**config.mk**
```make
export PLATFORM = sky130hd
export DESIGN_NAME = sc_bit_accumulator
export DESIGN_NICKNAME = d
export VERILOG_FILES = /design/src/rtl/sc_bit_accumulator.sv
export SDC_FILE = /design/constraint.sdc
export NUM_CORES = 1
export LEC_CHECK = 0
export ABC_AREA = 1
export ABC_CLOCK_PERIOD_IN_PS = 1650
export CORE_MARGIN = 4
export CORE_UTILIZATION = 50
export DETAILED_ROUTE_END_ITERATION = 7
export PLACE_DENSITY = 0.84
export SLEW_MARGIN = 20
export SYNTH_ARGS = -nofsm -noshare
export SYNTH_HDL_FRONTEND = slang
export SYNTH_SLANG_ARGS = --single-unit
```
**constraint.sdc**
```tcl
create_clock -name clk -period 1.65 [get_ports clk]
set_input_delay 0.165 -clock clk [delete_from_list [all_inputs] [get_ports clk]]
set_output_delay 0.165 -clock clk [all_outputs]
set_load 0.01 [all_outputs]
```
**src/rtl/sc_bit_accumulator.sv**
```systemverilog
// sc_bit_accumulator: counts 1-bits on NLANE stochastic lanes over 2^IWID beats.
// Optional macro SC_ACC_BIPOLAR_EN selects a two's-complement bipolar result.
module sc_bit_accumulator #(
    parameter int IWID = 4,
    parameter int NLANE = 1,
    localparam int OWID = IWID + $clog2(NLANE) + 2
) (
    input  logic             clk,
    input  logic             rst,
    input  logic             iStart,
    input  logic             iEn,
    input  logic [NLANE-1:0] iDbit,
    output logic             oBusy,
    output logic             oValid,
    input  logic             iReady,
    output logic [OWID-1:0]  oData
);

    typedef enum logic [1:0] {
        IDLE,
        RUN,
        HOLD
    } state_t;

    state_t            state;
    state_t            stateNxt;
    logic [OWID-1:0]   acc;
    logic [OWID-1:0]   accNxt;
    logic [IWID-1:0]   cnt;
    logic [IWID-1:0]   cntNxt;
    logic [OWID-1:0]   dataNxt;
    logic [OWID-1:0]   pop;
    logic [OWID-1:0]   accSum;
    logic [OWID-1:0]   result;
    logic              cntLast;

    // Per-cycle popcount across all lanes
    always_comb begin
        pop = '0;
        for (int i = 0; i < NLANE; i++) begin
            pop = pop + OWID'(iDbit[i]);
        end
    end

    assign accSum  = acc + pop;
    assign cntLast = (cnt == '1);

`ifdef SC_ACC_BIPOLAR_EN
    localparam logic [OWID-1:0] FULL = OWID'(NLANE) << IWID;

    // Bipolar value 2*acc - full-scale; wraps into two's complement
    assign result = (accSum << 1) - FULL;
`else
    assign result = accSum;
`endif

    // State, accumulator, beat counter and result register
    always_ff @(posedge clk) begin
        if (rst) begin
            state <= IDLE;
            acc   <= '0;
            cnt   <= '0;
            oData <= '0;
        end else begin
            state <= stateNxt;
            acc   <= accNxt;
            cnt   <= cntNxt;
            oData <= dataNxt;
        end
    end

    // Next-state logic: window start, beat accumulation, handoff
    always_comb begin
        stateNxt = state;
        accNxt   = acc;
        cntNxt   = cnt;
        dataNxt  = oData;
        unique case (state)
            IDLE: begin
                if (iStart) begin
                    accNxt   = '0;
                    cntNxt   = '0;
                    stateNxt = RUN;
                end
            end
            RUN: begin
                if (iEn) begin
                    accNxt = accSum;
                    cntNxt = cnt + 1'b1;
                    if (cntLast) begin
                        dataNxt  = result;
                        stateNxt = HOLD;
                    end
                end
            end
            HOLD: begin
                if (iReady) begin
                    if (iStart) begin
                        accNxt   = '0;
                        cntNxt   = '0;
                        stateNxt = RUN;
                    end else begin
                        stateNxt = IDLE;
                    end
                end
            end
            default: begin
                stateNxt = IDLE;
            end
        endcase
    end

    assign oBusy  = (state == RUN);
    assign oValid = (state == HOLD);

endmodule

```
==> impl_metrics.env <==
export IMPL_outcome="finished clean"
export IMPL_setup_viol=0
export IMPL_worstMarginPinSlew_ps=321.8
export IMPL_grt_first_pass_wirelength_um=3249
export IMPL_stdcell_area_mm2=0.001036
export IMPL_vias=811
export IMPL_die_h_um=49.22
export IMPL_drc=0
export IMPL_finalPower_uw=748.0
export IMPL_synthesis_instances=119
export IMPL_drive_gt1_frac=0.08955
export IMPL_dp_hpwl_um=1405
export IMPL_ys_seq_area_frac=0.4242
export IMPL_fmax_mhz=651.9
export IMPL_synthTopCellsByArea="dfxtp_1, nand2_1, a21oi_1, ha_1, nor2_1"
export IMPL_path_cells="inv_2, nor2_4, clkdlybuf4s50_1"
export IMPL_gp_congestion=0.8442
export IMPL_grt_overflow=0
export IMPL_use_met3=0.04281
export IMPL_syn_avg_cell_area_um2=7.139
export IMPL_drt_total_wl_um=1800
export IMPL_startpoint="state[0]$_SDFFE_PP0P_"
export IMPL_cts_root_buf="clkbuf_4"
export IMPL_cpPeakStageDelay_ps=540
export IMPL_grt_util_all_layers=0.1716
export IMPL_vdd_drop_max_mv=0.5077
export IMPL_p_leak_nw=0.4197
export IMPL_drt_iter0_drc=27
export IMPL_cp_arrival_ps=1370
export IMPL_min_path_type="register to register"
export IMPL_place_ws_ps=117.0
export IMPL_cp_max_fo=3
export IMPL_area_growth_pct=21.94
export IMPL_cp_required_ps=1480
export IMPL_grt_max_degree=11
export IMPL_rsz0062_at_grt="false"
export IMPL_cts_sink_count=18
export IMPL_start_util=0.5449
export IMPL_syn_num_nets=128
export IMPL_cpLargestDelayFamily="buffers and inverters"
export IMPL_antenna_found_initial=0
export IMPL_ys_warn_count=0
export IMPL_routed_via_density=5.407
export IMPL_crit_slowest_cell="clkdlybuf4s50_1"
export IMPL_synthesis_area_um2=849.6
export IMPL_dp_cells=147
export IMPL_synth_cell_types=19
export IMPL_n_antenna_cell=0
export IMPL_busiest_layer="met2"
export IMPL_ctsLongestPathBuffers=2
export IMPL_antenna_left=0
export IMPL_rows=14
export IMPL_relSlewSlack=0.7848
export IMPL_skew_ps=4.868
export IMPL_use_met1=0.1759
export IMPL_power_per_cell_area_mw_per_mm2=722.0
export IMPL_worstSetupPathType="register to output pin"
export IMPL_fin_setup_tns_ps=0
export IMPL_path_clk_slew_ps=100
export IMPL_place_port_buffers=13
export IMPL_min_period_ps=1534
export IMPL_die_area_mm2=0.002423
export IMPL_maxCapViolations=0
export IMPL_final_cells=150
export IMPL_reg2reg_from="cnt[0]$_SDFFE_PP0P_"
export IMPL_critPathLaunchType="register"
export IMPL_wl_per_cell_um=12.00
export IMPL_cp_end_kind="output pin"
export IMPL_setup_ws_ps=116.1
export IMPL_cts_tree="yes"
export IMPL_slew_viol_final=0
export IMPL_die_w_um=49.22
export IMPL_nets=145
export IMPL_core_area_mm2=0.001559
export IMPL_min_period_over_period=0.9296
export IMPL_hold_viol_final=0
export IMPL_cp_num_buf_inv=2
export IMPL_synthDominantCellAreaShare=0.4242
export IMPL_ios=14
export IMPL_cts_htree_levels=1
export IMPL_hold_start="oData[1]$_SDFFE_PP0P_"
export IMPL_clk_insertion_delay_late_ps=290
export IMPL_cts_buffers=3
export IMPL_grt_pass1_vias=795
export IMPL_met2_usage=0.3237
export IMPL_firstDrtPassIters=4
export IMPL_place_area_mm2=0.001012
export IMPL_postCtsSetupBuffers=0
export IMPL_synth_seq_cells=18
export IMPL_yosysTopAreaCell="dfxtp_1"
==> worst paths after layout <==
path | end | slack [ps] | depth (start not counted)
setup reg to reg | oData[3]$_SDFFE_PP0P_ | 270 | 6
hold / removal | oData[1]$_SDFFE_PP0P_ | 470 | 2
setup / recovery | oBusy | 120 | 3
hold reg to reg | oData[1]$_SDFFE_PP0P_ | 470 | 2
==> cells in the final DEF, fill, tap and decap left out, drive strengths merged <==
cell,instances
nand2,40
dfxtp,18
a21oi,15
clkdlybuf4s50,13
nor2,13
inv,11
nand3,7
o21ai,3
ha,3
clkbuf,3
xnor2,2
nand4,2
nand3b,1
o21bai,1
xor2,1
buf,1
==> repair_timing <==
item / 4_1_cts / 5_1_grt
setup endpoints to repair: 0 / 1
gates resized for setup: 0 / 1
hold buffers: 0 / 0
==> cells in the mapped netlist <==
master,n
a21oi_1,15
clkbuf_1,2
dfxtp_1,18
ha_1,3
inv_1,9
inv_2,2
nand2_1,39
nand2_2,1
nand3_1,6
nand3_2,1
nand3b_1,1
nand4_1,2
nor2_1,10
nor2_2,1
nor2_4,2
o21ai_0,3
o21bai_1,1
xnor2_1,2
xor2_1,1
==> power by group <==
| group | leakage [nW] | switching [mW] | internal [mW] |
|---|---|---|---|
| Sequential | 0.146 | 0.00650 | 0.441 |
| Combinational | 0.260 | 0.0547 | 0.0372 |
| Clock | 0.0138 | 0.124 | 0.0848 |
==> metrics by stage <==
step           utilization  hold slack [ps]
2_1_floorplan            -            394.7
3_3_place_gp        0.6493            448.4
3_5_place_dp        0.6493            456.8
4_1_cts             0.6637            471.5
5_1_grt             0.6645            499.4
6_report            0.6645            469.6
==> layout make-up <==
class / instances / area [µm²]
repair buffers: 14 / 150.1
fillers: 140 / 523.0
multi-input cells: 88 / 440.4
flip-flops and latches: 18 / 361.6
clock buffers: 3 / 22.52
inverters: 11 / 41.29
well taps: 16 / 20.02
==> flip-flops by register name, summed over array words and instances, names as in the netlist <==
signal	cells
state	2
oData	6
acc	6
cnt	4
==> kinds of logic after synthesis <==
family / count (synthesis) / synth area share
buffers and inverters: 13 / 0.05744
flip-flops: 18 / 0.4242
adder cells (fa/ha/maj): 3 / 0.04419
AO/OA/AOI/OAI: 19 / 0.1149
AND/OR/NAND/NOR: 63 / 0.3284
XOR/XNOR: 3 / 0.03093
==> layer usage <==
layer | share of wire | vias to the layer above | wire length, µm
met5 | 0 | - | 0
met4 | 0.017 | 0 | 31
met3 | 0.046 | 4 | 82
met2 | 0.53 | 21 | 945
met1 | 0.41 | 371 | 740
li1 | - | 415 | -
==> worst reg2reg max path: stages, from the launching register on <==
cell and delay (ps):
dfxtp_1 420, ha_1 240, nand3_1 140, nor2_4 220, inv_2 100, nor2_1 110, nor2_1 50
Note: power is estimated with default switching activity, not from simulation.
